===== config.mk =====
export PLATFORM = sky130hd
export DESIGN_NAME = hs_rr_arbiter
export DESIGN_NICKNAME = d
export VERILOG_FILES = /design/src/rtl/hs_pkg.sv /design/src/rtl/hs_rr_pick.sv /design/src/rtl/hs_rr_arbiter.sv
export SDC_FILE = /design/constraint.sdc
export NUM_CORES = 1
export LEC_CHECK = 0
export ABC_AREA = 1
export CORE_AREA = 2 2 39 41
export CTS_CLUSTER_DIAMETER = 120
export DETAILED_ROUTE_END_ITERATION = 16
export DIE_AREA = 0 0 41 43
export PLACE_DENSITY_LB_ADDON = 0.05
export SYNTH_ARGS = -nofsm -noshare
export SYNTH_HDL_FRONTEND = slang
export SYNTH_HIERARCHICAL = 1
export SYNTH_SLANG_ARGS = --single-unit

===== constraint.sdc =====
create_clock -name clk_core -period 2.9 [get_ports clk_core]
set_input_delay 0.58 -clock clk_core [delete_from_list [all_inputs] [get_ports clk_core]]
set_output_delay 0.58 -clock clk_core [all_outputs]
set_load 0.05 [all_outputs]

===== src/rtl/hs_pkg.sv =====
// Helpers shared by the hs_utils handshake stages.
package hs_pkg;

    function automatic int unsigned wrap_inc(input int unsigned idx, input int unsigned n);
        return (idx + 1 >= n) ? 0 : idx + 1;
    endfunction

endpackage


===== src/rtl/hs_rr_pick.sv =====
// Combinational rotating-priority picker: first set req bit at or above ptr, modulo N.
module hs_rr_pick #(
    parameter  int N  = 2,
    localparam int IW = $clog2(N)
) (
    input  logic [N-1:0]  req,
    input  logic [IW-1:0] ptr,
    output logic          gnt_valid,
    output logic [IW-1:0] gnt_idx
);

    int unsigned idx;

    // Scan from farthest to nearest so the nearest requester overwrites and wins.
    always_comb begin
        gnt_valid = 1'b0;
        gnt_idx   = '0;
        idx       = 0;
        for (int k = N - 1; k >= 0; k--) begin
            idx = (32'(ptr) + 32'(k)) % N;
            if (req[IW'(idx)]) begin
                gnt_valid = 1'b1;
                gnt_idx   = IW'(idx);
            end
        end
    end

endmodule


===== src/rtl/hs_rr_arbiter.sv =====
// Round-robin merge of N handshake streams onto one registered output, with packet lock.
module hs_rr_arbiter
    import hs_pkg::*;
#(
    parameter  int N     = 2,
    parameter  int WIDTH = 1,
    localparam int IW    = $clog2(N)
) (
    input  logic                      clk_core,
    input  logic                      rst_core_n,
    output logic                      stall,
    input  logic                      flush_req,
    input  logic [N-1:0][WIDTH-1:0]   in,
    input  logic [N-1:0]              in_last,
    input  logic [N-1:0]              in_valid,
    output logic [N-1:0]              in_ready,
    output logic [WIDTH-1:0]          out,
    output logic [IW-1:0]             out_id,
    output logic                      out_last,
    output logic                      out_valid,
    input  logic                      out_ready
);

    logic [IW-1:0]    ptr_q, ptr_d, owner_q, owner_d, out_id_q, out_id_d;
    logic             locked_q, locked_d, out_valid_q, out_valid_d, out_last_q, out_last_d;
    logic [WIDTH-1:0] out_q, out_d;

    logic             load, pick_valid, sel_valid, xfer;
    logic [IW-1:0]    pick_idx, sel_idx;

    assign load = ~out_valid_q | out_ready;

    hs_rr_pick #(.N(N)) u_pick (
        .req       (in_valid),
        .ptr       (ptr_q),
        .gnt_valid (pick_valid),
        .gnt_idx   (pick_idx)
    );

    // While locked the owner keeps the slot even with in_valid low.
    assign sel_idx   = locked_q ? owner_q : pick_idx;
    assign sel_valid = locked_q | pick_valid;

    always_comb begin
        in_ready = '0;
        if (rst_core_n && load && !flush_req && sel_valid)
            in_ready[sel_idx] = 1'b1;
    end

    assign xfer = in_valid[sel_idx] & in_ready[sel_idx];

    always_comb begin
        ptr_d       = ptr_q;
        owner_d     = owner_q;
        locked_d    = locked_q;
        out_d       = out_q;
        out_id_d    = out_id_q;
        out_last_d  = out_last_q;
        out_valid_d = out_valid_q;
        if (flush_req) begin
            out_valid_d = 1'b0;
            locked_d    = 1'b0;
        end else if (xfer) begin
            out_d       = in[sel_idx];
            out_id_d    = sel_idx;
            out_last_d  = in_last[sel_idx];
            out_valid_d = 1'b1;
            if (in_last[sel_idx]) begin
                locked_d = 1'b0;
                ptr_d    = IW'(wrap_inc(32'(sel_idx), N));
            end else begin
                locked_d = 1'b1;
                owner_d  = sel_idx;
            end
        end else if (load) begin
            out_valid_d = 1'b0;
        end
    end

    always_ff @(posedge clk_core or negedge rst_core_n) begin
        if (!rst_core_n) begin
            ptr_q       <= '0;
            owner_q     <= '0;
            locked_q    <= 1'b0;
            out_q       <= '0;
            out_id_q    <= '0;
            out_last_q  <= 1'b0;
            out_valid_q <= 1'b0;
        end else begin
            ptr_q       <= ptr_d;
            owner_q     <= owner_d;
            locked_q    <= locked_d;
            out_q       <= out_d;
            out_id_q    <= out_id_d;
            out_last_q  <= out_last_d;
            out_valid_q <= out_valid_d;
        end
    end

    assign out       = out_q;
    assign out_id    = out_id_q;
    assign out_last  = out_last_q;
    assign out_valid = out_valid_q;
    assign stall     = out_valid_q & ~out_ready;

endmodule


==> results of run 1 <==
-- sequential cells by signal, summed over array words and instances (netlist names) --
register / flops
out: 1
owner_q: 1
out_last: 1
ptr_q: 1
out_id: 1
locked_q: 1
out_valid: 1
-- final timing paths --
| check | to | depth (start not counted) |
|---|---|---|
| worst max register to register | owner_q | 8 |
| min in group asynchronous | owner_q | 2 |
| max in group asynchronous | out | 2 |
| worst min register to register | out_id | 2 |
| worst max-delay path | in_ready[1] | 8 |
| worst min-delay path | out_id | 2 |
-- cell usage in the layout, fill, tap and decap left out --
cell type        count
dfrtp_1              7
buf_12               2
a21oi_2              1
nand3_2              3
clkbuf_4             3
nand3_1              5
clkdlybuf4s50_1     13
nor2_2               1
or2_1                1
nor2_1               3
clkbuf_1             1
inv_2                1
inv_1               10
nand4_1              1
nand2_1             22
clkinv_2             1
buf_4                2
nand2_2              5
a21oi_1              1
nand2_4              4
-- layer usage --
metal	part of all wire (%)	track usage (%)
met5	0	0
met4	0	8.00
met3	4.5	4.71
met2	48	18.4
met1	47	19.2
-- stage by stage --
stage	hold WS [ps]	area, um^2
after floorplan	284	479
after global placement	457	684
after detailed placement	460	684
after CTS	473	711
after global routing	487	711
final	471	711
-- report_power, final --
group / internal (mW) / leakage (nW) / switching [mW]
clock: 0.0525 / 0.0150 / 0.0361
sequential: 0.127 / 0.0904 / 0.0168
combinational: 0.0782 / 0.275 / 0.141
total: 0.258 / 0.381 / 0.193
-- kinds of logic after synthesis --
| group | Yosys count |
|---|---|
| compound gates | 2 |
| buf+inv | 12 |
| flops | 7 |
| simple gates | 45 |
-- area by class of cell --
class / instances / area (um^2) / area share (%)
inverters: 12 / 46.3 / 6.51
clock buffers: 4 / 26.3 / 3.70
flip-flops and latches: 7 / 175 / 24.6
multi-input cells: 47 / 258 / 36.3
repair buffers: 17 / 185 / 26.1
well taps: 16 / 20.0 / 2.82
-- worst min-delay path, cell delays in order (launching register included) --
cell and delay [ps]:
dfrtp_1 340, nand2_1 50, nand2_1 50
==> results.py, run 1 <==
metrics = {
    "final_layout": {
        "finalNonFillerCells": 103,
        "diodes": 0,
        "area_growth_pct": 48.3,
        "nFillCells": 150,
        "nNetsFinal": 98,
        "drive_above_1_share_pct": 26.4,
        "post-route-util_pct": 51.4,
    },
    "routing": {
        "ant_nets": 0,
        "vias_per_cell": 4.34,
        "drcViolationCount": 0,
        "routed_wl_um": 1080,
        "drtPass1Iterations": 4,
        "drtIter0Drc": 12,
        "vias": 447,
        "routedWlPerCell_um": 10.5,
    },
    "yosys": {
        "yosys-top-cells-count": "nand2_1, inv_1, dfrtp_1",
        "yosysMostFrequentCell": "nand2_1",
        "syn_inst": 66,
        "synth_area_per_cell_um2": 7.26,
        "yosysSeqAreaShare_pct": 36.6,
        "synth_warnings": 6,
        "synth_top_family_by_area": "simple AND/OR/NAND/NOR gates",
        "synth.distinct_cells": 15,
        "synth.area.top_cells": "dfrtp_1, nand2_1, nand2_4",
        "synth_top_area_share_pct": 36.6,
        "synth_compound_area_share_pct": 2.87,
        "synth-async-reset-ratio_pct": 100,
        "synth-simple-area-share_pct": 50.9,
        "synth_area_um2": 479,
        "synth_ff_type": "dfrtp_1",
        "synthAdderAreaFrac_pct": 0,
        "syn-num-nets": 76,
        "ys_ff_latch": 7,
        "synth_edf_count": 0,
        "yosys.area.top_type": "dfrtp_1",
        "synth_xor_area_share_pct": 0,
        "synthMuxAreaShare_pct": 0,
    },
    "clock_network": {
        "post_cts_resized": 0,
        "clk_latency_ps": 250,
        "clockBufferDepth": 2,
        "cts_buffers": 3,
        "post_cts_buffers": 0,
        "h-tree-depth": 1,
        "cts-root-buf": "clkbuf_4",
        "clk_pin_slew_worst_paths_ps": 50,
        "cts_tree": "done",
        "cts.sinks": 7,
        "ctsHoldBuffers": 0,
    },
    "grt": {
        "track_usage_pct": 14.0,
        "grt_max_degree": 8,
        "antenna_found_initial": 0,
        "grt_pass1_vias": 400,
        "grt_pass1_wl_um": 1620,
        "grt-ovfl-total": 0,
    },
    "critical_path": {
        "crit_chain": "clkdlybuf4s50_1 > inv_1 > a21oi_1 > inv_1 > nand2_2 > nand2_4 > nor2_2 > buf_12",
        "r2r_slack_ps": 1530,
        "crit_type": "in2out",
        "slowest_stage": "clkdlybuf4s50_1",
        "path_buf_inv": 4,
        "crit_family": "buffers and inverters",
        "crit_start": "in_valid[1]",
        "crit_path_end_kind": "primary output",
        "crit_required_ps": 2320,
        "setup.worst_path.start_class": "input pin",
        "crit_path_max_fanout": 5,
        "cp_common_cell": "inv_1",
        "cpPeakStageDelay_ps": 550,
        "rr_startpoint": "ptr_q",
        "critPathArrivalTime_ps": 2090,
    },
    "timing": {
        "finalSetupViolations": 0,
        "period_minus_slack_ps": 2670,
        "finClkSkew_ps": 3.49,
        "relSlewSlack_pct": 67.3,
        "max_slew.worst_pin.slew_ps": 489,
        "rsz0062_at_grt": "no",
        "finalCritPeriodShare_pct": 92.0,
        "final_hold_viol_count": 0,
        "final_max_slew_viol_count": 0,
        "setup-tns-final_ps": 0,
        "finalWorstSetupSlack_ps": 231,
        "fmax_mhz": 375,
    },
    "floorplan": {
        "die_area_um2": 1760,
        "coreArea_um2": 1380,
        "rows": 14,
        "initial_utilization_pct": 34.6,
        "ios": 17,
        "die_h_um": 43,
        "die_width_um": 41,
    },
    "min_path": {
        "hold_path_startpoint": "out_id",
        "worstHoldPathType": "reg2reg",
    },
    "place": {
        "hpwl_um": 871,
        "post-place-ws_ps": 241,
        "io_buffers": 16,
        "dp_cells": 99,
        "gp_congestion": 0.800,
    },
    "power": {
        "leakagePower_nw": 0.381,
        "fin_total_pwr_mw": 0.451,
        "power.density_nw_per_um2": 635,
        "max-vdd-ir-drop_v": 0.000503,
    },
    "status": {
        "status": "finished clean",
    },
    "run": {
        "maxCapViolCount": 0,
    },
}
(Power assumes the default switching activity.)
==> run 2: changes to the inputs <==
--- a/config.mk
+++ b/config.mk
@@ -11,6 +11,7 @@
 export DETAILED_ROUTE_END_ITERATION = 16
 export DIE_AREA = 0 0 41 43
 export PLACE_DENSITY_LB_ADDON = 0.05
+export SETUP_SLACK_MARGIN = 0.02
 export SYNTH_ARGS = -nofsm -noshare
 export SYNTH_HDL_FRONTEND = slang
 export SYNTH_HIERARCHICAL = 1
==> results of run 2 <==
The final DEF is identical to that of run 1; final timing and power are the same.
==> RTL change (settings of run 2) <==
Reset style: synchronous (`rst_core_n`), changed in one clocked block.
--- a/src/rtl/hs_rr_arbiter.sv
+++ b/src/rtl/hs_rr_arbiter.sv
@@ -79,3 +79,3 @@
 
-    always_ff @(posedge clk_core or negedge rst_core_n) begin
+    always_ff @(posedge clk_core) begin
         if (!rst_core_n) begin
Check against the original RTL: differs if rst_core_n is asserted again (counterexample within 4 cycles, from zero or initial values and one cycle with rst_core_n low); with rst_core_n held inactive, the same outputs for 10 cycles.
==> RTL change against run 2 <==
Sequential cell count unchanged. Critical path depth is 1 higher. Count of clock-buffer cells in the layout unchanged. Worst setup slack gained 0.033 ns. Core utilization decreased by 4.3 points. Global-route usage down 0.75 points. First-iteration DRC count is 67% lower. Fmax increased by 1.2%. Register-to-register slack improved by 0.02 ns. Synthesized area decreased by 11%. Wire length is 12% lower. Design area decreased by 8.5%. Critical endpoint is now in_ready[0].
Power is not compared: it rests on default switching activity, and its combinational part moved more than twofold at a synthesized area within 25%.
==> RTL change: results (changes against run 2) <==
- The synthesized netlist cell count is 68 (was 66).
- The met1 track utilization from global routing is 0.160 (was 0.192).
- The non-filler instance count after layout is 104 (was 103).
- The post-route minimum period is 2.64 ns (was 2.67 ns).
- The final wirelength is 946 um (was 1080 um).
- The count of instances resized after the clock tree is built is 0 (unchanged).
- The post-synthesis compound-gate area fraction is 0.0821 (was 0.0287).
- The data arrival time at the worst-slack endpoint is 2.06 ns (was 2.09 ns).
- Status: finished clean (unchanged).
- The XOR/XNOR share of the synthesized area is 0 (unchanged).
- The yosys synthesis warning count was 6 (unchanged).
- The library cell used as clock root buffer is clkbuf_4 (unchanged).
- The count of port buffers added during placement was 16 (unchanged).
- The total overflow reported by the global router was 0 (unchanged).
- The starting DRC count in detailed routing is 4 (was 12).
- The met2 wirelength from detailed routing is 449 um (was 522 um).
- Most area-consuming cells after synthesis: dfxtp_1, nand2_1, inv_1 (was dfrtp_1, nand2_1, nand2_4).
- The fraction of registers with async set/reset is 0 (was 1.00).
- The met1 wire length is 445 um (was 505 um).
- The final net count is 99 (was 98).
- The net count of the mapped netlist was 78 (was 76).
- The count of different cell masters after synthesis was 13 (was 15).
- The routed length on met3 is 50 um (was 49 um).
- The largest net degree at the start of global routing is 7 (was 8).
- The met3 usage is 0.0681 (was 0.0471).
- The global-route usage over all layers came to 0.132 (was 0.140).
- The wire length of the first global-routing pass came to 1550 um (was 1620 um).
- The transition time of the tightest slew-check pin is 0.492 ns (was 0.489 ns).
- Most numerous cell types in the synthesized netlist: nand2_1, inv_1, a21oi_1, dfxtp_1, nand3_1 (was nand2_1, inv_1, dfrtp_1, nand2_2, nand3_1).
- The critical-path maximum fanout is 6 (was 5).
- The fraction of final layout cells with drive strength greater than 1 is 0.170 (was 0.264).
- The met2 track utilization from global routing is 0.197 (was 0.184).
- The post-synthesis sequential area ratio is 0.328 (was 0.366).
- The worst-case setup slack after placement is 0.279 ns (was 0.241 ns).
- The number of fillers in the final layout is 155 (was 150).
- The placer congestion estimate is 0.723 (was 0.800).
- The worst-case register-to-register setup slack was 1.55 ns (was 1.53 ns).
- The share of synthesized cell area in full adder, half adder and majority cells is 0 (unchanged).
- The via-per-instance ratio was 4.35 (was 4.34).
- The half-perimeter wire length of the detailed placement result is 797 um (was 871 um).
## RTL change: cell type report
| cell class | instances | area (um^2) | area share |
|---|---|---|---|
| Clock buffer | 4 | 26.3 | 0.0404 |
| Sequential cell | 7 | 140 | 0.215 |
| Tap cell | 16 | 20.0 | 0.0308 |
| Inverter | 13 | 48.8 | 0.0750 |
| Multi-Input combinational cell | 48 | 238 | 0.365 |
| Timing Repair Buffer | 16 | 178 | 0.273 |
## RTL change: path summary, 6_finish.rpt
check | start | endpoint | depth (start not counted)
hold reg to reg | out_last | out_last | 2
hold / removal | out_last | out_last | 2
setup reg to reg | ptr_q | ptr_q | 9
setup / recovery | in_valid[1] | in_ready[0] | 9
## RTL change: metrics by stage
stage	total power, mW	cell area (um^2)	hold WS [ns]
CTS	0.252	651	0.464
finish	0.249	651	0.458
floorplan	0.136	427	0.451
global placement	0.162	624	0.452
global route	0.262	651	0.489
detailed placement	0.162	624	0.456
